**src/rtl/mem_access.sv**
```systemverilog
// Memory-access stage: pass-through for ALU results, multi-cycle data bus access for loads/stores.
// Define MEM_ALIGN_CHECK_EN to trap misaligned halfword/word accesses instead of forcing alignment.
`ifndef REG_ADDR_BUS
`define REG_ADDR_BUS 4:0
`endif
`ifndef REG_BUS
`define REG_BUS 31:0
`endif
`ifndef RST_ENABLE
`define RST_ENABLE 1'b0
`endif
`ifndef WRITE_DISABLE
`define WRITE_DISABLE 1'b0
`endif
`ifndef NOP_REG_ADDR
`define NOP_REG_ADDR 5'b00000
`endif
`ifndef ZERO_WORD
`define ZERO_WORD 32'h0000_0000
`endif

module mem_access (
  input  logic                 clk,
  input  logic                 rst,
  input  logic [`REG_ADDR_BUS] em_des_addr,
  input  logic                 em_des_exist,
  input  logic [`REG_BUS]      em_des_data,
  input  logic [3:0]           em_mem_op,
  input  logic [`REG_BUS]      em_mem_addr,
  input  logic [`REG_BUS]      em_store_data,
  output logic [`REG_ADDR_BUS] mw_des_addr,
  output logic                 mw_des_exist,
  output logic [`REG_BUS]      mw_des_data,
  output logic                 stall_req,
  output logic                 dbus_req,
  output logic                 dbus_we,
  output logic [`REG_BUS]      dbus_addr,
  output logic [3:0]           dbus_sel,
  output logic [`REG_BUS]      dbus_wdata,
  input  logic                 dbus_ack,
  input  logic [`REG_BUS]      dbus_rdata,
  output logic                 mem_align_err
);

  localparam logic [3:0] OP_LB  = 4'd1;
  localparam logic [3:0] OP_LBU = 4'd2;
  localparam logic [3:0] OP_LH  = 4'd3;
  localparam logic [3:0] OP_LHU = 4'd4;
  localparam logic [3:0] OP_LW  = 4'd5;
  localparam logic [3:0] OP_SB  = 4'd6;
  localparam logic [3:0] OP_SH  = 4'd7;
  localparam logic [3:0] OP_SW  = 4'd8;

  typedef enum logic [1:0] {
    S_IDLE,
    S_BUSY,
    S_DONE
  } state_t;

  state_t r_state;
  state_t w_next;

  logic          r_we;
  logic [3:0]    r_sel;
  logic [`REG_BUS] r_addr;
  logic [`REG_BUS] r_wdata;
  logic [`REG_BUS] r_rdata;

  logic w_byte;
  logic w_half;
  logic w_word;
  logic w_load;
  logic w_store;
  logic w_mem;
  logic w_signed;
  logic w_misal;

  logic [3:0]      w_sel;
  logic [`REG_BUS] w_wdata;
  logic [`REG_BUS] w_ldata;
  logic [7:0]      w_lb;
  logic [15:0]     w_lh;

  assign w_byte   = (em_mem_op == OP_LB) | (em_mem_op == OP_LBU)
                  | (em_mem_op == OP_SB);
  assign w_half   = (em_mem_op == OP_LH) | (em_mem_op == OP_LHU)
                  | (em_mem_op == OP_SH);
  assign w_word   = (em_mem_op == OP_LW) | (em_mem_op == OP_SW);
  assign w_store  = (em_mem_op == OP_SB) | (em_mem_op == OP_SH)
                  | (em_mem_op == OP_SW);
  assign w_load   = w_byte | w_half | w_word;
  assign w_mem    = w_load;
  assign w_signed = (em_mem_op == OP_LB) | (em_mem_op == OP_LH);

`ifdef MEM_ALIGN_CHECK_EN
  assign w_misal = (w_half & em_mem_addr[0])
                 | (w_word & (|em_mem_addr[1:0]));
`else
  assign w_misal = 1'b0;
`endif

  // big-endian: the lowest address maps to the most significant lane
  always_comb begin
    w_sel = 4'b0000;
    unique case (1'b1)
      w_byte:  w_sel = 4'b1000 >> em_mem_addr[1:0];
      w_half:  w_sel = em_mem_addr[1] ? 4'b0011 : 4'b1100;
      w_word:  w_sel = 4'b1111;
      default: w_sel = 4'b0000;
    endcase
  end

  always_comb begin
    w_wdata = em_store_data;
    unique case (1'b1)
      w_byte:  w_wdata = {4{em_store_data[7:0]}};
      w_half:  w_wdata = {2{em_store_data[15:0]}};
      default: w_wdata = em_store_data;
    endcase
  end

  always_comb begin
    w_lb = r_rdata[31:24];
    unique case (em_mem_addr[1:0])
      2'd0: w_lb = r_rdata[31:24];
      2'd1: w_lb = r_rdata[23:16];
      2'd2: w_lb = r_rdata[15:8];
      2'd3: w_lb = r_rdata[7:0];
      default: w_lb = r_rdata[31:24];
    endcase
    w_lh = em_mem_addr[1] ? r_rdata[15:0] : r_rdata[31:16];
  end

  always_comb begin
    w_ldata = r_rdata;
    unique case (1'b1)
      w_byte:  w_ldata = {{24{w_signed & w_lb[7]}}, w_lb};
      w_half:  w_ldata = {{16{w_signed & w_lh[15]}}, w_lh};
      default: w_ldata = r_rdata;
    endcase
  end

  always_comb begin
    w_next        = r_state;
    stall_req     = 1'b0;
    mem_align_err = 1'b0;
    mw_des_addr   = `NOP_REG_ADDR;
    mw_des_exist  = `WRITE_DISABLE;
    mw_des_data   = `ZERO_WORD;
    unique case (r_state)
      S_IDLE: begin
        if (w_mem && w_misal) begin
          mem_align_err = 1'b1;
        end else if (w_mem) begin
          stall_req = 1'b1;
          w_next    = S_BUSY;
        end else begin
          mw_des_addr  = em_des_addr;
          mw_des_exist = em_des_exist;
          mw_des_data  = em_des_data;
        end
      end
      S_BUSY: begin
        stall_req = 1'b1;
        if (dbus_ack) w_next = S_DONE;
      end
      S_DONE: begin
        mw_des_addr  = em_des_addr;
        mw_des_exist = em_des_exist;
        mw_des_data  = w_store ? em_des_data : w_ldata;
        w_next       = S_IDLE;
      end
      default: w_next = S_IDLE;
    endcase
    // outputs read as a bubble for as long as reset is held
    if (rst == `RST_ENABLE) begin
      w_next        = S_IDLE;
      stall_req     = 1'b0;
      mem_align_err = 1'b0;
      mw_des_addr   = `NOP_REG_ADDR;
      mw_des_exist  = `WRITE_DISABLE;
      mw_des_data   = `ZERO_WORD;
    end
  end

  always_ff @(posedge clk) begin
    if (rst == `RST_ENABLE) begin
      r_state <= S_IDLE;
      r_we    <= 1'b0;
      r_sel   <= 4'b0000;
      r_addr  <= `ZERO_WORD;
      r_wdata <= `ZERO_WORD;
      r_rdata <= `ZERO_WORD;
    end else begin
      r_state <= w_next;
      // bus fields latch once on BUSY entry and hold for the whole access
      if (r_state == S_IDLE && w_next == S_BUSY) begin
        r_we    <= w_store;
        r_sel   <= w_sel;
        r_addr  <= {em_mem_addr[31:2], 2'b00};
        r_wdata <= w_store ? w_wdata : `ZERO_WORD;
      end
      if (r_state == S_BUSY && dbus_ack) begin
        r_rdata <= dbus_rdata;
      end
    end
  end

  assign dbus_req   = (r_state == S_BUSY);
  assign dbus_we    = r_we;
  assign dbus_sel   = r_sel;
  assign dbus_addr  = r_addr;
  assign dbus_wdata = r_wdata;

endmodule

```
**config.mk**
```make
export PLATFORM = sky130hd
export DESIGN_NAME = mem_access
export DESIGN_NICKNAME = d
export VERILOG_FILES = /design/src/rtl/mem_access.sv
export SDC_FILE = /design/constraint.sdc
export NUM_CORES = 1
export LEC_CHECK = 0
export ABC_AREA = 0
export CAP_MARGIN = 20
export CORE_ASPECT_RATIO = 0.5
export CORE_MARGIN = 2
export CORE_UTILIZATION = 23
export DETAILED_ROUTE_END_ITERATION = 10
export SLEW_MARGIN = 40
export SYNTH_ARGS = -nofsm -noshare
export SYNTH_HDL_FRONTEND = slang
export SYNTH_SLANG_ARGS = --single-unit
```
**constraint.sdc**
```tcl
create_clock -name clk -period 5.9 [get_ports clk]
set_input_delay 0.59 -clock clk [delete_from_list [all_inputs] [get_ports clk]]
set_output_delay 0.59 -clock clk [all_outputs]
set_load 0.02 [all_outputs]
```
# Yosys cells after proc, flatten, opt, wreduce, memory -nomap -nowiden
# Index checks and enable logic that the tools add are counted.
[op_classes]
bitwise = 12
mux = 24
eq_ne = 14
shifts = 1
n_reduce_logical = 4
[op_table]
columns = ["cell", "n"]
rows = [
  ["32-bit case mux with 2 select lines", 3],
  ["32-bit 2-to-1 mux", 4],
  ["8-bit case mux with 4 select lines", 1],
  ["4-bit by 3-bit equality test with 1-bit output (second input constant)", 4],
  ["16-bit 2-to-1 mux", 1],
  ["4-bit case mux with 3 select lines", 1],
  ["5-bit 2-to-1 mux", 2],
  ["1-bit OR", 10],
  ["5-bit case mux with 2 select lines", 1],
  ["4-bit by 2-bit equality test with 1-bit output (second input constant)", 2],
  ["2-bit by 1-bit equality test with 1-bit output (second input constant)", 3],
  ["2-bit equality test (second input constant)", 3],
  ["2-bit 2-to-1 mux", 3],
  ["4-bit by 1-bit equality test with 1-bit output (second input constant)", 1],
  ["4-bit equality test (second input constant)", 1],
  ["2-bit logical NOT", 2],
  ["1-bit 2-to-1 mux", 4],
  ["4-bit 2-to-1 mux", 1],
  ["1-bit case mux with 2 select lines", 2],
  ["2-bit case mux with 2 select lines", 1],
  ["4-bit by 2-bit right shift with 4-bit output (first input constant)", 1],
  ["1-bit AND", 2],
  ["1-bit logical AND", 2],
]
[totals]
regBits = 101
input_bits = 141
out_inout_bits = 110
word_cells = 61

# Longest topological paths before layout
# Gate-level depths: netlist (run 1).
[logic_depth]
word_depth = 10
ltp_mapped = 9

# Least setup slack after synthesis (run 1)
# No wires, ideal clock.
[synth_timing]
kind = "input to output"
from = "input em_mem_op[1]"
to = "output mw_des_data[11]"
t_arrival_ns = 2.436
path_buffers = 3
slack_ns = 2.874
cell_stages = 8
required_time_ns = 5.310
cell_sequence = "buf_6 clkbuf_1 or3b_1 a21oi_2 and3_1 buf_2 a221oi_1 o21ai_0"
[synth_via]
elab_chain_len = 8
word_cells_on_any_way = 24
classes_between = "8 x eq/ne; 5 x mux; 11 x bitwise"
[synth_rtl]
columns = ["item", "line", "rtl"]
rows = [
  ["from (decl)", "28", "input logic [3:0] em_mem_op,"],
  ["4-bit by 1-bit equality test with 1-bit output, or another cell as far along", "84, 93", ""],
  ["1-bit OR (on tied branches)", "84, 86", ""],
  ["1-bit OR (on tied branches)", "85, 87", ""],
  ["1-bit OR (2 in a row)", "91", "assign w_load = w_byte | w_half | w_word;"],
  ["32-bit 2-to-1 mux", "154", "end else if (w_mem) begin"],
  ["32-bit case mux with 2 select lines *", "150", "unique case (r_state)"],
  ["32-bit 2-to-1 mux *", "176", "if (rst == `RST_ENABLE) begin"],
  ["to (decl)", "33", "output logic [`REG_BUS] mw_des_data,"],
]
# Mark *: on every way between the ends. The rest lies on a longest branch, timed or not.

# Worst setup path after layout (run 1)
[layout_timing]
from = "input em_mem_addr[1]"
to = "output mw_des_data[7]"
[layout_via]
elab_chain_len = 6
word_cells_on_any_way = 10
classes_between = "3 x eq/ne; 6 x mux; 1 x reduce/logical"
[layout_rtl]
columns = ["item", "line", "rtl"]
rows = [
  ["from (decl)", "29", "input logic [`REG_BUS] em_mem_addr,"],
  ["2-bit equality test, or another cell as far along", "124", "unique case (em_mem_addr[1:0])"],
  ["8-bit case mux with 4 select lines", "124", ""],
  ["32-bit case mux with 2 select lines *", "136", "unique case (1'b1)"],
  ["32-bit 2-to-1 mux *", "170", "mw_des_data = w_store ? em_des_data : w_ldata;"],
  ["32-bit case mux with 2 select lines *", "150", ""],
  ["32-bit 2-to-1 mux *", "176", ""],
]
# Marks and branches as above.

==> impl_metrics.json, run 1 <==
{
  "nFillCells": 2473,
  "cts_setup_buffers": 0,
  "power.switching_uw": 523,
  "grt_setup_unrepaired": "no",
  "avgViaCountPerCell": 4.86,
  "seq_area_frac_synth": 0.364,
  "die_x_microns": 224,
  "worstReg2RegStart": "r_state[0]",
  "setup_tns_ps": 0,
  "cp_slowest_cell": "clkdlybuf4s50_1",
  "nets": 1061,
  "rrSetupSlack_ps": 3760,
  "io_pins": 251,
  "cts_tree": "yes",
  "syn_inst": 715,
  "hold_viol": 0,
  "fin_crit_sh": 0.805,
  "clkSinkCount": 101,
  "dp_slack_ps": 1150,
  "crit_arrival_ps": 4160,
  "placementRows": 40,
  "max_slew_margin": 0.479,
  "start_util": 0.233,
  "synth_edf_count": 0,
  "place_congestion": 0.851,
  "diodes": 0,
  "routed_wl_mm": 21.8,
  "antenna_found_initial": 0,
  "drt-pass1-iter-count": 5,
  "leakagePower_nw": 3.09,
  "vias": 6020,
  "root_buffer": "clkbuf_16",
  "crit_end": "mw_des_data[7]",
  "slowest_delay_ps": 940,
  "drive_above_1_share": 0.0661,
  "r2r_end": "dbus_wdata[17]",
  "switching_share": 0.274,
  "io_buffers": 247,
  "maxCapViolations": 0,
  "ys_ff_latch": 101,
  "crit_path_cell_trace": "clkdlybuf4s50_1 -> clkinv_1 -> a31oi_1 -> and2_1 -> a222oi_1 -> o21ai_0 -> clkdlybuf4s50_1",
  "synth_top_area_share": 0.364,
  "syn_avg_cell_area_sq_um": 7.76,
  "synth_top_flop_cell": "dfxtp_1",
  "critPathMaxFanout": 14,
  "grt_pass1_vias": 5900,
  "cts.path.max_buffers": 2,
  "pwr-share-seq": 0.388,
  "status": "finished clean",
  "clockPowerShare": 0.376,
  "min_period_ps": 4750,
  "core-area_sq_um": 23800,
  "endpoint_kind": "primary output",
  "dp_hpwl_mm": 16.3,
  "area_growth_pct": 54.8,
  "ctsResizeCount": 0,
  "crit_type": "in -> out",
  "fmax_mhz": 210,
  "cp-startpoint": "em_mem_addr[1]",
  "grt.total_usage": 0.170,
  "grt_max_degree": 81,
  "setup_ws_ps": 1150,
  "p_int_mw": 1.39,
  "finClkSkew_ps": 4.68,
  "power_density_nw_per_um2": 222,
  "yosysTopAreaCell": "dfxtp_1",
  "drt_iter0_markers": 471,
  "yosys_warnings": 0,
  "wl_per_cell_microns": 17.6,
  "final-setup-viol-count": 0,
  "start_kind": "input port",
  "crit_top_cell": "clkdlybuf4s50_1",
  "clk_latency_ps": 360,
  "required_ps": 5310,
  "hold_buffers": 0,
  "synth_area_sq_um": 5550,
  "synthArstFlopShare": 0,
  "vdd_drop_max_mv": 0.162,
  "route.detailed.drc": 0,
  "dieHeight_microns": 114,
  "gr-total-overflow": 0,
  "p_comb_frac": 0.235,
  "hp-class": "reg -> reg",
  "numCtsBuffers": 9,
  "drv_slew": 0,
  "ant_nets": 0,
  "worst_pin_slew_ps": 779,
  "htree_levels": 3,
  "min-delay-start": "dbus_wdata[5]",
  "grt_pass1_wl_mm": 33.6,
  "path_clk_slew_ps": 60,
  "die-area_sq_um": 25500,
  "yosys.cell_types.count": 59,
  "synthTopCellsByArea": "dfxtp_1 36%, nand2_1 12%, a21boi_0 4.3%",
  "reg2reg_depth": 7
}
logic make-up after synthesis:
| family | count (synthesis) | share of synthesized area |
|---|---|---|
| multiplexers | 17 | 0.0505 |
| XOR/XNOR | 1 | 0.00158 |
| buffers and inverters | 71 | 0.0602 |
| flip-flops | 101 | 0.364 |
| other | 1 | 0.000676 |
| AO/OA/AOI/OAI | 183 | 0.238 |
| AND/OR/NAND/NOR | 341 | 0.284 |
power groups by stage:
stage	Sequential [mW]	Clock (mW)	Combinational, mW
3_3_place_gp	0.756	0	0.440
5_1_grt	0.746	0.772	0.483
6_report	0.742	0.719	0.450
2_1_floorplan	0.780	0	0.195
4_1_cts	0.742	0.747	0.452
3_5_place_dp	0.757	0	0.450
synthesized netlist by cell type (7+ instances only):
cell type / instances
o211ai_1: 10
or3_1: 10
o221ai_1: 9
o21ai_1: 23
nand3_1: 45
clkbuf_1: 40
and2_1: 24
a21boi_0: 32
a221oi_1: 7
buf_2: 12
nor2b_1: 12
a22oi_2: 8
a31oi_1: 9
mux2_2: 8
nand2_1: 179
dfxtp_1: 101
a21oi_1: 15
mux4_2: 8
a311o_1: 8
nand2b_1: 7
o21ai_0: 26
nor2_1: 43
a21boi_1: 8
cell usage in the layout, fill, tap and decap left out, types with 2 or more instances in the layout:
cell,n
o211a_1,3
a21oi_1,15
nand2_1,178
a311o_1,8
nor2_1,43
mux2_2,8
bufinv_16,4
a221oi_1,7
conb_1,3
o21ai_0,26
a31o_1,6
clkbuf_16,9
a22oi_2,8
clkdlybuf4s50_1,246
and3_1,4
mux4_2,8
a21boi_1,8
o21ai_1,23
dfxtp_1,101
o211ai_1,10
o221ai_1,9
inv_1,4
or3_1,10
a31oi_1,8
nor2b_1,12
buf_4,8
buf_12,2
a211oi_1,2
a21boi_0,32
nand3_1,45
a41oi_1,6
nand2b_1,7
and2_1,24
nand4_1,6
metal layers:
| metal | share of wire | global-route usage |
|---|---|---|
| met1 | 0.44 | 0.222 |
| met2 | 0.48 | 0.284 |
| met3 | 0.055 | 0.0332 |
| met4 | 0.027 | 0.0564 |
| met5 | 0 | 0 |
registers in the layout, summed over array words and instances (netlist names):
name	flops
dbus_wdata	32
r_rdata	32
dbus_sel	4
r_state	2
dbus_we	1
dbus_addr	30
final cells by class:
cell class                 count  area, sq um  area share
inverter                       6         22.5     0.00262
clock inverter                 5          125      0.0146
multi-input combinational    545         3230       0.376
sequential                   101         2020       0.235
timing repair buffer         257         2570       0.299
clock buffer                   9          225      0.0262
tap                          315          394      0.0459
worst max-delay path: cells and delay by family:
family	cells	cell delay (ps)
AO/OA/AOI/OAI	3	1080
AND/OR/NAND/NOR	1	410
buffers and inverters	3	2070
worst min path at each step:
stage / slack [ps] / cells after the start / end
global route: 470 / 2 / dbus_addr[22]
floorplan: 450 / 2 / r_rdata[2]
global placement: 440 / 2 / dbus_wdata[2]
finish: 450 / 2 / dbus_wdata[5]
CTS: 450 / 2 / dbus_wdata[0]
detailed placement: 440 / 2 / dbus_wdata[0]
per-stage QoR:
stage / total power, mW / cells / instance area, sq um / utilization / hold slack [ps]
after floorplan: 0.974 / 717 / 5560 / - / 449
after global placement: 1.20 / 1222 / 8190 / 0.344 / 437
after detailed placement: 1.21 / 1224 / 8240 / 0.346 / 445
after CTS: 1.94 / 1238 / 8590 / 0.361 / 455
after global routing: 2.00 / 1238 / 8590 / 0.361 / 471
final: 1.91 / 1238 / 8590 / 0.361 / 453
(Power assumes the default switching activity.)
==> run 2: changes to the inputs <==
Clock period 5.9 ns to 4 ns, I/O delays scaled along.
==> impl_metrics.json, run 2 (synthesis results as in run 1) <==
{
  "place_inst": 1239,
  "die_x_microns": 224,
  "area_growth_pct": 55.1,
  "grt_pass1_wl_mm": 33.6,
  "nets": 1076,
  "nFillCells": 2447,
  "ant_nets": 0,
  "hold_viol": 0,
  "grt_pass1_vias": 5811,
  "final_common_cell": "clkdlybuf4s50_1",
  "avgViaCountPerCell": 4.83,
  "finClkSkew_ps": 6.05,
  "root_buffer": "clkbuf_16",
  "clkSinkCount": 101,
  "critPathMaxFanout": 14,
  "drive_above_1_share": 0.0820,
  "endpoint_kind": "primary output",
  "vdd_drop_max_mv": 0.195,
  "drt_iter0_markers": 514,
  "fmax_mhz": 266,
  "power_density_nw_per_um2": 305,
  "io_pins": 251,
  "timing.hold.ws_ps": 450,
  "crit_type": "in -> out",
  "maxCapViolations": 0,
  "wl_per_cell_microns": 17.5,
  "drv_slew": 0,
  "clk_latency_ps": 350,
  "final_cell_mix": "246 x clkdlybuf4s50_1, 178 x nand2_1, 101 x dfxtp_1",
  "dieHeight_microns": 114,
  "status": "finished clean",
  "grt.total_usage": 0.169,
  "setup_tns_ps": 0,
  "cts_setup_buffers": 0,
  "routed_wl_mm": 22.0,
  "numCtsBuffers": 9,
  "start_util": 0.233,
  "grt_setup_unrepaired": "no",
  "drt-pass1-iter-count": 5,
  "max_slew_margin": 0.577,
  "antenna_found_initial": 1,
  "io_buffers": 247,
  "fin_cells": 1255,
  "cts_tree": "yes",
  "route.detailed.drc": 0,
  "path_clk_slew_ps": 80,
  "core-area_sq_um": 23800,
  "vias": 6067,
  "dp_hpwl_mm": 16.4,
  "fin_util": 0.361,
  "final-setup-viol-count": 0,
  "fin_crit_sh": 0.939,
  "cts.path.max_buffers": 2,
  "die-area_sq_um": 25500,
  "start_kind": "input port",
  "required_ps": 3600,
  "hold_buffers": 0,
  "placementRows": 40,
  "min_period_ps": 3750,
  "htree_levels": 3,
  "place_congestion": 0.861,
  "gr-total-overflow": 0,
  "worst_pin_slew_ps": 633,
  "leakagePower_nw": 3.11,
  "crit_arrival_ps": 3350,
  "hp-class": "reg -> reg",
  "ctsResizeCount": 0,
  "grt_max_degree": 65
}
-- run 2: changes by cell type in the layout (fill, tap and decap cells not counted) --
cell and delta:
diode_2 +1, clkinvlp_4 +2, inv_6 +2, clkinv_4 +1
buf_12 -2, clkinv_2 -1, buf_4 +17, clkinv_8 +1
a21boi_2 +1, bufinv_16 -4, a21boi_4 -1
-- run 2: metal layers --
metal | global-route usage | vias up | part of all wire
li1 | - | 2941 | -
met1 | 0.226 | 2916 | 0.46
met2 | 0.276 | 173 | 0.47
met3 | 0.0299 | 37 | 0.041
met4 | 0.0618 | 0 | 0.027
met5 | 0 | - | 0
-- run 2: power breakdown --
group	total (mW)	switching, mW	internal (mW)	leakage [nW]
clock	0.860	0.430	0.430	0.131
combinational	0.670	0.343	0.327	2.16
sequential	1.09	0.0385	1.06	0.823
-- run 2: layout make-up --
type                    instances  area, sq um  area share
clock buffers                   9          225      0.0262
repair buffers                272         2660       0.309
diodes                          1         2.50    0.000291
clock inverters                 6         57.6     0.00669
multi-input cells             545         3230       0.375
flip-flops and latches        101         2020       0.235
well taps                     315          394      0.0458
inverters                       6         22.5     0.00262
-- run 2: path summary, 6_finish.rpt --
check | endpoint | startpoint | cells past startpoint | slack [ps]
max | mw_des_data[10] | em_mem_op[0] | 7 | 250
min | dbus_wdata[2] | dbus_wdata[2] | 2 | 450
max reg2reg | dbus_wdata[8] | r_state[0] | 5 | 1900
min reg2reg | dbus_wdata[2] | dbus_wdata[2] | 2 | 450
-- run 2: critical path, cell delays in order --
cell             delay (ps)
clkdlybuf4s50_1         800
or3b_1                  440
a21oi_2                 350
and3_1                  410
a221oi_1                140
o21ai_1                 160
clkdlybuf4s50_1         640
-- run 2: stage by stage --
step	instance area [sq um]	worst slack, ps	power (mW)
after floorplan	5560	1350	1.44
after global placement	8320	304	1.78
after detailed placement	8320	283	1.79
after CTS	8600	268	2.66
after global routing	8600	85.4	2.75
final	8600	246	2.62
